==> src/rtl/sata_pkg.sv <==
// Shared definitions for the SATA DMA front end: walker state encoding,
// PRD entry layout and the word-address helper used to fetch entries.
package sata_pkg;

  typedef enum logic [2:0] {
    ST_IDLE  = 3'd0,
    ST_FETCH = 3'd1,
    ST_WAITD = 3'd2,
    ST_CHECK = 3'd3,
    ST_ISSUE = 3'd4,
    ST_NEXT  = 3'd5,
    ST_FIN   = 3'd6
  } prd_state_e;

  localparam logic [3:0]  PRD_OFS_DBA     = 4'd0;
  localparam logic [3:0]  PRD_OFS_DBAU    = 4'd4;
  localparam logic [3:0]  PRD_OFS_RSVD    = 4'd8;
  localparam logic [3:0]  PRD_OFS_DW3     = 4'd12;
  localparam logic [31:0] PRD_ENTRY_BYTES = 32'd16;

  localparam int unsigned PRD_DBC_MSB = 21;
  localparam int unsigned PRD_I_BIT   = 31;
  localparam int unsigned PRD_REM_W   = 23;

  // Byte address of word w of entry idx; the table base is 16-byte aligned.
  function automatic logic [31:0] prd_word_addr(input logic [31:0] base,
                                                input logic [15:0] idx,
                                                input logic [1:0]  w);
    logic [3:0] ofs;
    case (w)
      2'd0:    ofs = PRD_OFS_DBA;
      2'd1:    ofs = PRD_OFS_DBAU;
      2'd2:    ofs = PRD_OFS_RSVD;
      default: ofs = PRD_OFS_DW3;
    endcase
    return {base[31:4], 4'h0} + ({16'h0000, idx} * PRD_ENTRY_BYTES) + {28'h0000000, ofs};
  endfunction

endpackage

==> src/rtl/prd_seg_calc.sv <==
// Segment sizing for the PRD walker: clips the remaining entry bytes to the
// maximum segment size and derives the end-of-command flag and next cursor.
module prd_seg_calc
  import sata_pkg::*;
#(
  parameter int unsigned C_MAX_XFER = 8192
) (
  input  logic [PRD_REM_W-1:0] remaining,
  input  logic [31:0]          addr,
  input  logic [15:0]          idx,
  input  logic [15:0]          prdtl,
  output logic [15:0]          seg_len,
  output logic                 seg_eof,
  output logic [31:0]          next_addr,
  output logic [PRD_REM_W-1:0] next_rem
);

  localparam logic [PRD_REM_W-1:0] MAX_LEN = PRD_REM_W'(C_MAX_XFER);

  logic fits_s;

  assign fits_s    = (remaining <= MAX_LEN);
  assign seg_len   = fits_s ? remaining[15:0] : MAX_LEN[15:0];
  assign seg_eof   = fits_s && (idx == (prdtl - 16'd1));
  assign next_addr = addr + {16'h0000, seg_len};
  assign next_rem  = remaining - {7'd0, seg_len};

endmodule

==> src/rtl/prd_walker.sv <==
// AHCI PRD table walker: fetches 16-byte entries word by word, splits each
// entry into bounded DMA segments and tracks the PRDBC byte count.
module prd_walker
  import sata_pkg::*;
#(
  parameter int unsigned C_MAX_XFER = 8192
) (
  input  logic        sys_clk,
  input  logic        sys_rst,
  input  logic        cmd_start,
  input  logic        cmd_abort,
  input  logic [31:0] cmd_prdt_base,
  input  logic [15:0] cmd_prdtl,
  input  logic        cmd_wrt,
  output logic        cmd_busy,
  output logic        cmd_done,
  output logic        cmd_err,
  output logic [31:0] cmd_byte_cnt,
  output logic        prd_irq,
  output logic        rd_req,
  output logic [31:0] rd_addr,
  input  logic        rd_ack,
  input  logic        rd_valid,
  input  logic [31:0] rd_data,
  output logic        dma_req,
  output logic [31:0] dma_address,
  output logic [15:0] dma_length,
  output logic        dma_wrt,
  output logic        dma_eof,
  input  logic        dma_ack
);

  prd_state_e state_q, state_d;
  logic [1:0]  w_q, w_d;
  logic [15:0] idx_q, idx_d, prdtl_q, prdtl_d;
  logic [31:0] base_q, base_d, dba_q, dba_d, dbau_q, dbau_d, addr_q, addr_d;
  logic [21:0] dbc_q, dbc_d;
  logic        irq_en_q, irq_en_d, abort_q, abort_d;
  logic [PRD_REM_W-1:0] rem_q, rem_d;

  logic        busy_q, busy_d, done_q, done_d, err_q, err_d, irq_q, irq_d;
  logic [31:0] cnt_q, cnt_d, rd_addr_q, rd_addr_d, dma_addr_q, dma_addr_d;
  logic        rd_req_q, rd_req_d, dma_req_q, dma_req_d;
  logic [15:0] dma_len_q, dma_len_d;
  logic        dma_eof_q, dma_eof_d, dma_wrt_q, dma_wrt_d;

  logic [15:0]          seg_len_s;
  logic                 seg_eof_s;
  logic [31:0]          seg_next_addr_s;
  logic [PRD_REM_W-1:0] seg_next_rem_s;
  logic [32:0]          cnt_sum_s;
  logic                 take_s;

  prd_seg_calc #(.C_MAX_XFER(C_MAX_XFER)) u_seg (
    .remaining (rem_q),
    .addr      (addr_q),
    .idx       (idx_q),
    .prdtl     (prdtl_q),
    .seg_len   (seg_len_s),
    .seg_eof   (seg_eof_s),
    .next_addr (seg_next_addr_s),
    .next_rem  (seg_next_rem_s)
  );

  // A word is captured either in WAITD or when data rides along with the ack.
  assign take_s    = ((state_q == ST_WAITD) && rd_valid) ||
                     ((state_q == ST_FETCH) && rd_req_q && rd_ack && rd_valid);
  assign cnt_sum_s = {1'b0, cnt_q} + {17'd0, seg_len_s};

  // Next-state and next-output computation for the walker FSM.
  always_comb begin
    state_d    = state_q;
    w_d        = w_q;
    idx_d      = idx_q;
    prdtl_d    = prdtl_q;
    base_d     = base_q;
    addr_d     = addr_q;
    rem_d      = rem_q;
    busy_d     = busy_q;
    done_d     = 1'b0;
    irq_d      = 1'b0;
    err_d      = err_q;
    cnt_d      = cnt_q;
    rd_req_d   = rd_req_q;
    rd_addr_d  = rd_addr_q;
    dma_req_d  = dma_req_q;
    dma_addr_d = dma_addr_q;
    dma_len_d  = dma_len_q;
    dma_eof_d  = dma_eof_q;
    dma_wrt_d  = dma_wrt_q;
    abort_d    = abort_q | (cmd_abort & (state_q != ST_IDLE));
    dba_d      = (take_s && (w_q == 2'd0)) ? {rd_data[31:1], 1'b0} : dba_q;
    dbau_d     = (take_s && (w_q == 2'd1)) ? rd_data : dbau_q;
    dbc_d      = (take_s && (w_q == 2'd3)) ? rd_data[PRD_DBC_MSB:0] : dbc_q;
    irq_en_d   = (take_s && (w_q == 2'd3)) ? rd_data[PRD_I_BIT] : irq_en_q;

    case (state_q)
      ST_IDLE: begin
        // A start landing on the done cycle belongs to the finished command.
        if (cmd_start && !done_q) begin
          base_d    = cmd_prdt_base;
          prdtl_d   = cmd_prdtl;
          dma_wrt_d = cmd_wrt;
          idx_d     = 16'd0;
          w_d       = 2'd0;
          cnt_d     = 32'd0;
          err_d     = 1'b0;
          abort_d   = 1'b0;
          busy_d    = 1'b1;
          state_d   = (cmd_prdtl == 16'd0) ? ST_FIN : ST_FETCH;
        end else begin
          state_d = ST_IDLE;
        end
      end
      ST_FETCH: begin
        if (!rd_req_q) begin
          if (abort_q) begin
            state_d = ST_FIN;
          end else begin
            rd_req_d  = 1'b1;
            rd_addr_d = prd_word_addr(base_q, idx_q, w_q);
          end
        end else if (rd_ack) begin
          rd_req_d = 1'b0;
          if (rd_valid) begin
            w_d     = w_q + 2'd1;
            state_d = (w_q == 2'd3) ? ST_CHECK : ST_FETCH;
          end else begin
            state_d = ST_WAITD;
          end
        end else begin
          state_d = ST_FETCH;
        end
      end
      ST_WAITD: begin
        if (rd_valid) begin
          w_d     = w_q + 2'd1;
          state_d = (w_q == 2'd3) ? ST_CHECK : ST_FETCH;
        end else begin
          state_d = ST_WAITD;
        end
      end
      ST_CHECK: begin
        if (abort_q) begin
          state_d = ST_FIN;
        end else if (dbau_q != 32'd0) begin
          err_d   = 1'b1;
          state_d = ST_FIN;
        end else begin
          rem_d   = {1'b0, dbc_q[21:1], 1'b1} + 23'd1;
          addr_d  = dba_q;
          state_d = ST_ISSUE;
        end
      end
      ST_ISSUE: begin
        if (!dma_req_q) begin
          dma_req_d  = 1'b1;
          dma_addr_d = addr_q;
          dma_len_d  = seg_len_s;
          dma_eof_d  = seg_eof_s;
        end else if (dma_ack) begin
          dma_req_d = 1'b0;
          addr_d    = seg_next_addr_s;
          rem_d     = seg_next_rem_s;
          cnt_d     = cnt_sum_s[32] ? 32'hFFFF_FFFF : cnt_sum_s[31:0];
          state_d   = ST_NEXT;
        end else begin
          state_d = ST_ISSUE;
        end
      end
      ST_NEXT: begin
        if (abort_q) begin
          state_d = ST_FIN;
        end else if (rem_q != 23'd0) begin
          state_d = ST_ISSUE;
        end else begin
          irq_d   = irq_en_q;
          idx_d   = idx_q + 16'd1;
          w_d     = 2'd0;
          state_d = ((idx_q + 16'd1) == prdtl_q) ? ST_FIN : ST_FETCH;
        end
      end
      ST_FIN: begin
        done_d  = 1'b1;
        busy_d  = 1'b0;
        abort_d = 1'b0;
        state_d = ST_IDLE;
      end
      default: begin
        busy_d  = 1'b0;
        state_d = ST_IDLE;
      end
    endcase
  end

  // State and output registers.
  always_ff @(posedge sys_clk or posedge sys_rst) begin
    if (sys_rst) begin
      state_q    <= ST_IDLE;
      w_q        <= 2'd0;
      idx_q      <= 16'd0;
      prdtl_q    <= 16'd0;
      base_q     <= 32'd0;
      dba_q      <= 32'd0;
      dbau_q     <= 32'd0;
      dbc_q      <= 22'd0;
      irq_en_q   <= 1'b0;
      abort_q    <= 1'b0;
      addr_q     <= 32'd0;
      rem_q      <= 23'd0;
      busy_q     <= 1'b0;
      done_q     <= 1'b0;
      err_q      <= 1'b0;
      irq_q      <= 1'b0;
      cnt_q      <= 32'd0;
      rd_req_q   <= 1'b0;
      rd_addr_q  <= 32'd0;
      dma_req_q  <= 1'b0;
      dma_addr_q <= 32'd0;
      dma_len_q  <= 16'd0;
      dma_eof_q  <= 1'b0;
      dma_wrt_q  <= 1'b0;
    end else begin
      state_q    <= state_d;
      w_q        <= w_d;
      idx_q      <= idx_d;
      prdtl_q    <= prdtl_d;
      base_q     <= base_d;
      dba_q      <= dba_d;
      dbau_q     <= dbau_d;
      dbc_q      <= dbc_d;
      irq_en_q   <= irq_en_d;
      abort_q    <= abort_d;
      addr_q     <= addr_d;
      rem_q      <= rem_d;
      busy_q     <= busy_d;
      done_q     <= done_d;
      err_q      <= err_d;
      irq_q      <= irq_d;
      cnt_q      <= cnt_d;
      rd_req_q   <= rd_req_d;
      rd_addr_q  <= rd_addr_d;
      dma_req_q  <= dma_req_d;
      dma_addr_q <= dma_addr_d;
      dma_len_q  <= dma_len_d;
      dma_eof_q  <= dma_eof_d;
      dma_wrt_q  <= dma_wrt_d;
    end
  end

  assign cmd_busy     = busy_q;
  assign cmd_done     = done_q;
  assign cmd_err      = err_q;
  assign cmd_byte_cnt = cnt_q;
  assign prd_irq      = irq_q;
  assign rd_req       = rd_req_q;
  assign rd_addr      = rd_addr_q;
  assign dma_req      = dma_req_q;
  assign dma_address  = dma_addr_q;
  assign dma_length   = dma_len_q;
  assign dma_eof      = dma_eof_q;
  assign dma_wrt      = dma_wrt_q;

endmodule

==> config.mk <==
export PLATFORM = sky130hd
export DESIGN_NAME = prd_walker
export DESIGN_NICKNAME = d
export VERILOG_FILES = /design/src/rtl/sata_pkg.sv /design/src/rtl/prd_seg_calc.sv /design/src/rtl/prd_walker.sv
export SDC_FILE = /design/constraint.sdc
export NUM_CORES = 1
export LEC_CHECK = 0
export ABC_AREA = 1
export BUFFER_PORTS_ARGS = -buffer_cell sky130_fd_sc_hd__buf_2
export CAP_MARGIN = 15
export CORE_UTILIZATION = 30
export DETAILED_ROUTE_END_ITERATION = 16
export PLACE_DENSITY = 0.46
export SLEW_MARGIN = 10
export SYNTH_ARGS = -nofsm -noshare
export SYNTH_HDL_FRONTEND = slang
export SYNTH_SLANG_ARGS = --single-unit
==> constraint.sdc <==
create_clock -name sys_clk -period 29 [get_ports sys_clk]
set_input_delay 1.45 -clock sys_clk [delete_from_list [all_inputs] [get_ports sys_clk]]
set_output_delay 1.45 -clock sys_clk [all_outputs]
set_load 0.03 [all_outputs]
==> results by group, run 1 <==
Status
  – Status: finished, final reports clean

Routing
  – Via count: 16,700
  – Remaining routing DRC violations: 0
  – Final WL: 58,900 µm
  – First drt pass iteration count: 5
  – DRT antenna net count: 0
  – Drt initial violations: 1,021
  – WL per Instance: 16.9 µm
  – Vias per cell: 4.79

Floorplanning
  – Row cnt: 91
  – I/O pins: 208
  – Initial Util: 30.4%
  – Die Width: 252 µm
  – Core footprint: 0.0617 mm²
  – Die Y: 252 µm
  – Die area: 0.0634 mm²

Global route
  – Number of global-route vias before repair: 16,400
  – All-Layer GR Usage: 18.6%
  – Initial antenna violation count: 4
  – Overflow after GRT: 0
  – First-pass GRT wire length: 93,000 µm
  – Largest net degree at the start of global routing: 129

Worst setup path
  – Number of buffers and inverters on the critical path: 1
  – Delay-heaviest family, CP: simple AND/OR/NAND/NOR gates
  – Critical path peak fanout: 26
  – CP Capture Type: flip-flop
  – Worst path arrival time: 4.91 ns
  – WS Path Type: flip-flop to flip-flop
  – Critical-path top delay cell: nor2_1
  – Worst path cell trace: nor2_2 > nand2_1 > nor2_2 > nand2_2 > nor2_1 > ha_1 > a21oi_1 > o21ai_0 > a21oi_1 > o21ai_2 > nand2_2 > inv_1 > o21ai_0 > nand2_1
  – Critical path launch point type: flip-flop
  – Critical path required time: 29.44 ns
  – CP peak stage delay: 0.57 ns

Timing
  – Final Skew: 0.0142 ns
  – FMAX: 224 MHz
  – Slew Limit Headroom: 31.1%
  – Fin. Hold Viols: 0
  – Worst setup margin: 24.53 ns
  – Final setup viols: 0
  – Worst hold slack: 0.459 ns
  – Fin. max-slew vios: 0
  – RSZ-0062 raised after global routing: no
  – Setup TNS Final: 0 ns
  – Least-Margin Pin Slew: 1.03 ns
  – Fin crit share: 15.4%
  – Clock period minus worst slack: 4.47 ns

Clock tree
  – CTS tree: done
  – Max Root-Sink Buffers: 3
  – CTS clk-pin slew, worst paths: 0.06 ns
  – H-Tree Level Count: 2
  – Clock sinks: 324
  – Clock Tree Root: clkbuf_16
  – Hold buffer count at CTS: 0
  – Latest clock arrival within the worst-skew pair: 0.57 ns
  – Setup Buffers After CTS: 0
  – Post-CTS Resized: 0
  – TritonCTS buffer count: 42

Synth
  – EDFF count, synth: 0
  – Register area share after synthesis: 43.3%
  – Mapped Area: 0.0187 mm²
  – Top_reg_cell synth: dfrtp_1
  – Netlist cell types: 63
  – Ys async rst share: 100%
  – Syn avg cell area: 7.72 µm²
  – Synthesized instance count: 2,425
  – YS warnings: 0
  – Flops & latches, synth: 324

Layout
  – # fillers: 6,624
  – Reg area: 0.00811 mm²
  – Nets@finish: 2,760
  – Most frequent cells in the layout: nand2_1 (680), dfrtp_1 (324), o21ai_0 (252)
  – Final Util: 35.5%
  – Commonest non-fill, non-tap cell in the layout: nand2_1
  – P&R area growth vs syn: 17.1%
  – Multi-input gate area: 0.00932 mm²
  – Share of cells above drive strength 1: 13.6%

Placed design
  – Dpl ws: 24.52 ns
  – Post-DP HPWL: 43,200 µm
  – Final GP Congestion: 0.909
  – Buffers on Ports: 201

Flow run
  – Max Cap Viol: 0

Worst hold path
  – HP Class: flip-flop to flip-flop

Power
  – Max IR drop VDD: 0.0000578 V
  – Overall power: 2.08 mW
  – Leakage: 10.8 nW
  – Pwr dens: 94.8 mW/mm²
-- cells in the mapped netlist, types with 3 or more instances --
master,instances,area [µm²]
xnor2_1,26,228
o211ai_1,13,97.6
buf_6,3,33.8
mux2_2,10,113
o21ai_0,252,1260
nand2_1,680,2550
dfrtp_1,324,8110
buf_4,6,45.0
nand4_1,39,244
fa_1,3,60.1
inv_1,244,916
or2_2,14,87.6
nand3b_1,6,45.0
o21bai_1,5,37.5
o221ai_1,4,35.0
xor2_1,50,438
nor2_4,5,56.3
nor2_2,11,68.8
inv_2,10,37.5
nand2_2,10,62.6
nand3_1,115,576
clkbuf_1,28,105
buf_2,33,165
buf_1,3,11.3
a22oi_1,3,22.5
nor2_1,195,732
o21ai_2,3,26.3
o22ai_1,17,106
mux2_1,36,405
nor3_1,31,155
a31oi_1,14,87.6
nor4_1,20,125
a21o_1,6,45.0
ha_1,56,701
a21oi_1,87,435
o21ai_1,20,100
a21boi_0,3,22.5
a22o_1,4,35.0
-- worst min-delay path, delay by kind of cell (launching register included) --
family,cells,cell delay (ns)
buffers and inverters,1,0.04
DFF,1,0.34
and+or+nand+nor,1,0.05
-- per-stage QoR --
stage,cells,instance area [µm²]
after floorplan,2430,18800
after global placement,3406,20500
after detailed placement,3406,20500
after CTS,3482,21900
after global routing,3483,21900
final,3483,21900
-- cell type report --
| cell class | instances | area share [%] |
|---|---|---|
| multi-input cells | 1776 | 42.5 |
| well taps | 837 | 4.78 |
| flip-flops and latches | 324 | 37.0 |
| repair buffers | 212 | 4.96 |
| clock inverters | 14 | 0.713 |
| diodes | 1 | 0.0114 |
| clock buffers | 62 | 5.60 |
| inverters | 257 | 4.45 |
-- sequential cells by signal (all words and copies together), names as in the netlist, 2 cells and up --
signal and cells:
rem_q 23, w_q 2, addr_q 32, rd_addr 30, dba_q 31, dma_address 32
dbau_q 32, state_q 3, dma_length 16, idx_q 16, prdtl_q 16, dbc_q 21
cmd_byte_cnt 32, base_q 28
-- final timing paths --
| check | slack, ns | cells after the start | end | start |
|---|---|---|---|---|
| min | 0.46 | 2 | dma_length[14] | dma_length[14] |
| max reg2reg | 24.53 | 14 | cmd_byte_cnt[19] | rem_q[18] |
| max in group asynchronous | 25.73 | 4 | addr_q[28] | sys_rst |
| min in group asynchronous | 1.07 | 2 | cmd_byte_cnt[31] | sys_rst |
| max | 24.53 | 14 | cmd_byte_cnt[19] | rem_q[18] |
| min reg2reg | 0.46 | 2 | dma_length[14] | dma_length[14] |
-- power by group --
part | internal, mW | switching, mW | leakage (nW)
registers | 0.615 | 0.124 | 4.10
clock network | 0.319 | 0.211 | 0.675
logic | 0.251 | 0.556 | 6.08
-- metal layers --
metal / vias up / global-route usage, % / wire (µm)
met2: 390 / 29.5 / 26300
li1: 8345 / - / -
met3: 86 / 3.78 / 3360
met4: 6 / 4.48 / 1230
met1: 7873 / 25.9 / 28000
met5: - / 0 / 34
-- cell families (layout without fill, tap and decap cells) --
logic type / after synthesis / count (layout) / share of synthesized area (%)
other: 2 / 8 / 0.0401
muxes: 46 / 46 / 2.77
AOI/OAI and AO/OA: 446 / 446 / 13.2
adders and majority gates: 59 / 59 / 4.06
xor gates and xnor gates: 76 / 76 / 3.55
buffers and inverters: 330 / 545 / 7.09
and+or+nand+nor: 1142 / 1142 / 26.1
DFF: 324 / 324 / 43.3
No activity file was read; power rests on OpenSTA's default activity.
==> inputs of run 2 (changes only) <==
--- a/config.mk
+++ b/config.mk
@@ -10,7 +10,7 @@
 export CAP_MARGIN = 15
 export CORE_UTILIZATION = 30
 export DETAILED_ROUTE_END_ITERATION = 16
-export PLACE_DENSITY = 0.46
+export PLACE_DENSITY = 0.48
 export SLEW_MARGIN = 10
 export SYNTH_ARGS = -nofsm -noshare
 export SYNTH_HDL_FRONTEND = slang
==> constraint.sdc (replaced) <==
create_clock -name sys_clk -period 3.7 [get_ports sys_clk]
set_input_delay 0.185 -clock sys_clk [delete_from_list [all_inputs] [get_ports sys_clk]]
set_output_delay 0.185 -clock sys_clk [all_outputs]
set_load 0.03 [all_outputs]
==> run 2 against run 1 <==
Compared with the run above:
- worst setup slack worse by 24 ns
- cell count is 3.4% higher
- critical path depth is 3 higher
- sequential cell count stayed put
- power grew to 8.1 times the previous value
- register-to-register slack worse by 24 ns
- clock power grew to 8.3 times the previous value
- utilization is 2.1 points higher
- sequential share of layout area is 2.0 points lower
- hold slack worse by 0.39 ns
- largest cell class unchanged
- highest routed layer unchanged
==> results by group, run 2 (same netlist as run 1, synthesis figures left out) <==
Status
  – Status: finished, final reports clean

Worst setup path
  – Levels on crit path: 17 (+3)
  – CP Capture Type: flip-flop
  – Cells on worst reg2reg path: 17 (+3)
  – Critical-path top delay cell: dfrtp_1
  – Worst path arrival time: 3.79 ns (-1.12 ns)
  – Number of buffers and inverters on the critical path: 2 (+1)
  – Worst path cell trace: nor2_2 > nand2_1 > nor2_2 > nand2_4 > nor2_4 > buf_4 > ha_1 > a21oi_1 > nand2_1 > a21oi_4 > o21ai_2 > nand3b_1 > o21ai_2 > nand2_2 > clkinvlp_4 > o21ai_0 > nand2_1
  – Critical path required time: 4.14 ns (-25.30 ns)
  – Critical path launch point type: flip-flop
  – Delay-heaviest family, CP: simple AND/OR/NAND/NOR gates
  – Most used cell, CP: nand2_1
  – Critical path peak fanout: 8 (-69%)
  – WS Path Type: flip-flop to flip-flop
  – CP peak stage delay: 0.41 ns (-0.16 ns)

Layout
  – P&R area growth vs syn: 23.8%
  – Reg area: 0.00811 mm² (about the same)
  – Nets@finish: 2,876 (+4.2%)
  – # fillers: 6,539 (-1.3%)
  – Antenna diodes: 0 (-1)
  – Share of cells above drive strength 1: 15.0% (+1.4 points)
  – Most frequent cells in the layout: nand2_1 (678), dfrtp_1 (323), o21ai_0 (252)
  – Commonest non-fill, non-tap cell in the layout: nand2_1
  – Final instance area: 0.0232 mm² (+5.8%)
  – Multi-input gate area: 0.00940 mm² (+0.85%)
  – Final Util: 37.6% (+2.1 points)

Clock tree
  – Latest clock arrival within the worst-skew pair: 0.59 ns (+0.02 ns)
  – Max Root-Sink Buffers: 3 (unchanged)
  – CTS clk-pin slew, worst paths: 0.06 ns (about the same)
  – H-Tree Level Count: 2 (unchanged)
  – Clock Tree Root: clkbuf_16
  – TritonCTS buffer count: 43 (+2.4%)
  – Setup Buffers After CTS: 0 (unchanged)
  – Clock sinks: 324 (unchanged)
  – CTS tree: done

Timing
  – Least-Margin Pin Slew: 0.841 ns (-0.191 ns)
  – Setup TNS Final: 0 ns (unchanged)
  – Final Skew: 0.0324 ns (+0.0182 ns)
  – Slew Limit Headroom: 43.5% (+12 points)
  – Clock period minus worst slack: 3.35 ns (-1.12 ns)
  – Fin. Hold Viols: 0 (unchanged)
  – FMAX: 298 MHz (+33%)
  – Worst hold slack: 0.0671 ns (-0.392 ns)
  – Fin crit share: 90.6% (+75 points)
  – Final setup viols: 0 (unchanged)
  – Fin. max-slew vios: 0 (unchanged)
  – RSZ-0062 raised after global routing: no

Power
  – Pwr dens: 723 mW/mm² (+660%)
  – Max IR drop VDD: 0.000360 V (+520%)
  – Sequential Power Share: 34.7% (-0.9 points)
  – Cell internal pwr: 9.59 mW (+710%)
  – Leakage: 11.4 nW (+5.4%)
  – Switching pwr: 7.17 mW (+700%)
  – Clock power frac: 26.2% (+0.7 points)
  – Sw frac: 42.8% (-0.15 points)
  – Comb pwr share: 39.1% (+0.2 points)
  – Overall power: 16.8 mW (+710%)

Placed design
  – Post-DP HPWL: 44,400 µm (+2.7%)
  – Placed cell area: 0.0208 mm² (+1.4%)
  – Buffers on Ports: 201 (unchanged)
  – Final GP Congestion: 0.913 (+0.44%)

Floorplanning
  – Die Y: 252 µm (unchanged)
  – I/O pins: 208 (unchanged)
  – Initial Util: 30.4% (unchanged)
  – Row cnt: 91 (unchanged)
  – Core footprint: 0.0617 mm² (unchanged)
  – Die area: 0.0634 mm² (unchanged)
  – Die Width: 252 µm (unchanged)

Worst hold path
  – HP Class: input port to flip-flop
  – Worst hold stages: 4 (+2)

Global route
  – All-Layer GR Usage: 18.9% (+0.29 points)
  – Overflow after GRT: 0 (unchanged)
  – First-pass GRT wire length: 94,900 µm (+2.0%)
  – Largest net degree at the start of global routing: 103 (-20%)
  – Number of global-route vias before repair: 16,900 (+2.9%)
  – Initial antenna violation count: 1 (-3)

Routing
  – WL per Instance: 16.8 µm (-0.73%)
  – First drt pass iteration count: 6 (+1)
  – DRT antenna net count: 0 (unchanged)
  – Final WL: 60,400 µm (+2.6%)
  – Remaining routing DRC violations: 0 (unchanged)
  – Drt initial violations: 1,125 (+10%)
  – Vias per cell: 4.78 (-0.32%)
  – Via count: 17,200 (+3.0%)

Flow run
  – Max Cap Viol: 0 (unchanged)
==> run 2: cell types whose count changed in the layout (fill, tap and decap cells not counted), sizes merged, moves of 2 or more <==
| cell | before | now |
|---|---|---|
| dlygate4sd3 | 0 | 80 |
| buf | 212 | 245 |
| clkinv | 10 | 14 |
| bufinv | 3 | 5 |
| inv | 255 | 253 |
==> run 2: area by class of cell <==
cell class,count,share of cell area [%]
timing repair inverter,1,0.0324
inverter,257,4.20
sequential,324,35.0
multi-input combinational,1777,40.5
timing repair buffer,325,9.38
tap,837,4.52
clock buffer,61,5.28
clock inverter,18,1.10
==> run 2: tightest hold or removal path: stages <==
cell and delay (ns):
buf_2 0.11, inv_1 0.09, nor2_2 0.07, o21ai_0 0.14
==> run 2: path summary, 6_finish.rpt <==
path	start	to	slack [ns]
max in group asynchronous	sys_rst	base_q[14]	2.55
min	rd_ack	rd_req	0.07
min in group asynchronous	sys_rst	dma_length[15]	0.18
max	rem_q[19]	cmd_byte_cnt[8]	0.35
min reg2reg	dma_length[14]	dma_length[14]	0.46
max reg2reg	rem_q[19]	cmd_byte_cnt[8]	0.35
==> run 2: timing repair <==
action | CTS | global route
hold buffers | 80 | 0
endpoints found under the hold margin | 152 | 0
setup endpoints to repair | 0 | 41
gates resized for setup | 0 | 23
==> run 2: layer usage <==
layer  vias up  wire, µm  track usage, %
li1       8581         -               -
met3        71      2840            3.22
met2       373     26900            29.5
met4         2      1110            4.69
met5         -        13               0
met1      8179     29600            27.0
==> run 2: stage by stage <==
step / setup WS [ns] / std cells
after floorplan: -0.808 / 2430
after global placement: 0.0889 / 3439
after detailed placement: 0.0487 / 3439
after CTS: 0.0293 / 3598
after global routing: 0.0184 / 3600
final: 0.349 / 3600
==> run 2: power groups by stage <==
stage / clock, mW / sequential (mW) / combinational (mW)
global route: 4.65 / 6.00 / 7.35
detailed placement: 0 / 5.87 / 6.48
CTS: 4.53 / 5.81 / 6.58
global placement: 0 / 5.83 / 6.40
finish: 4.40 / 5.81 / 6.55
floorplan: 0 / 6.28 / 3.96
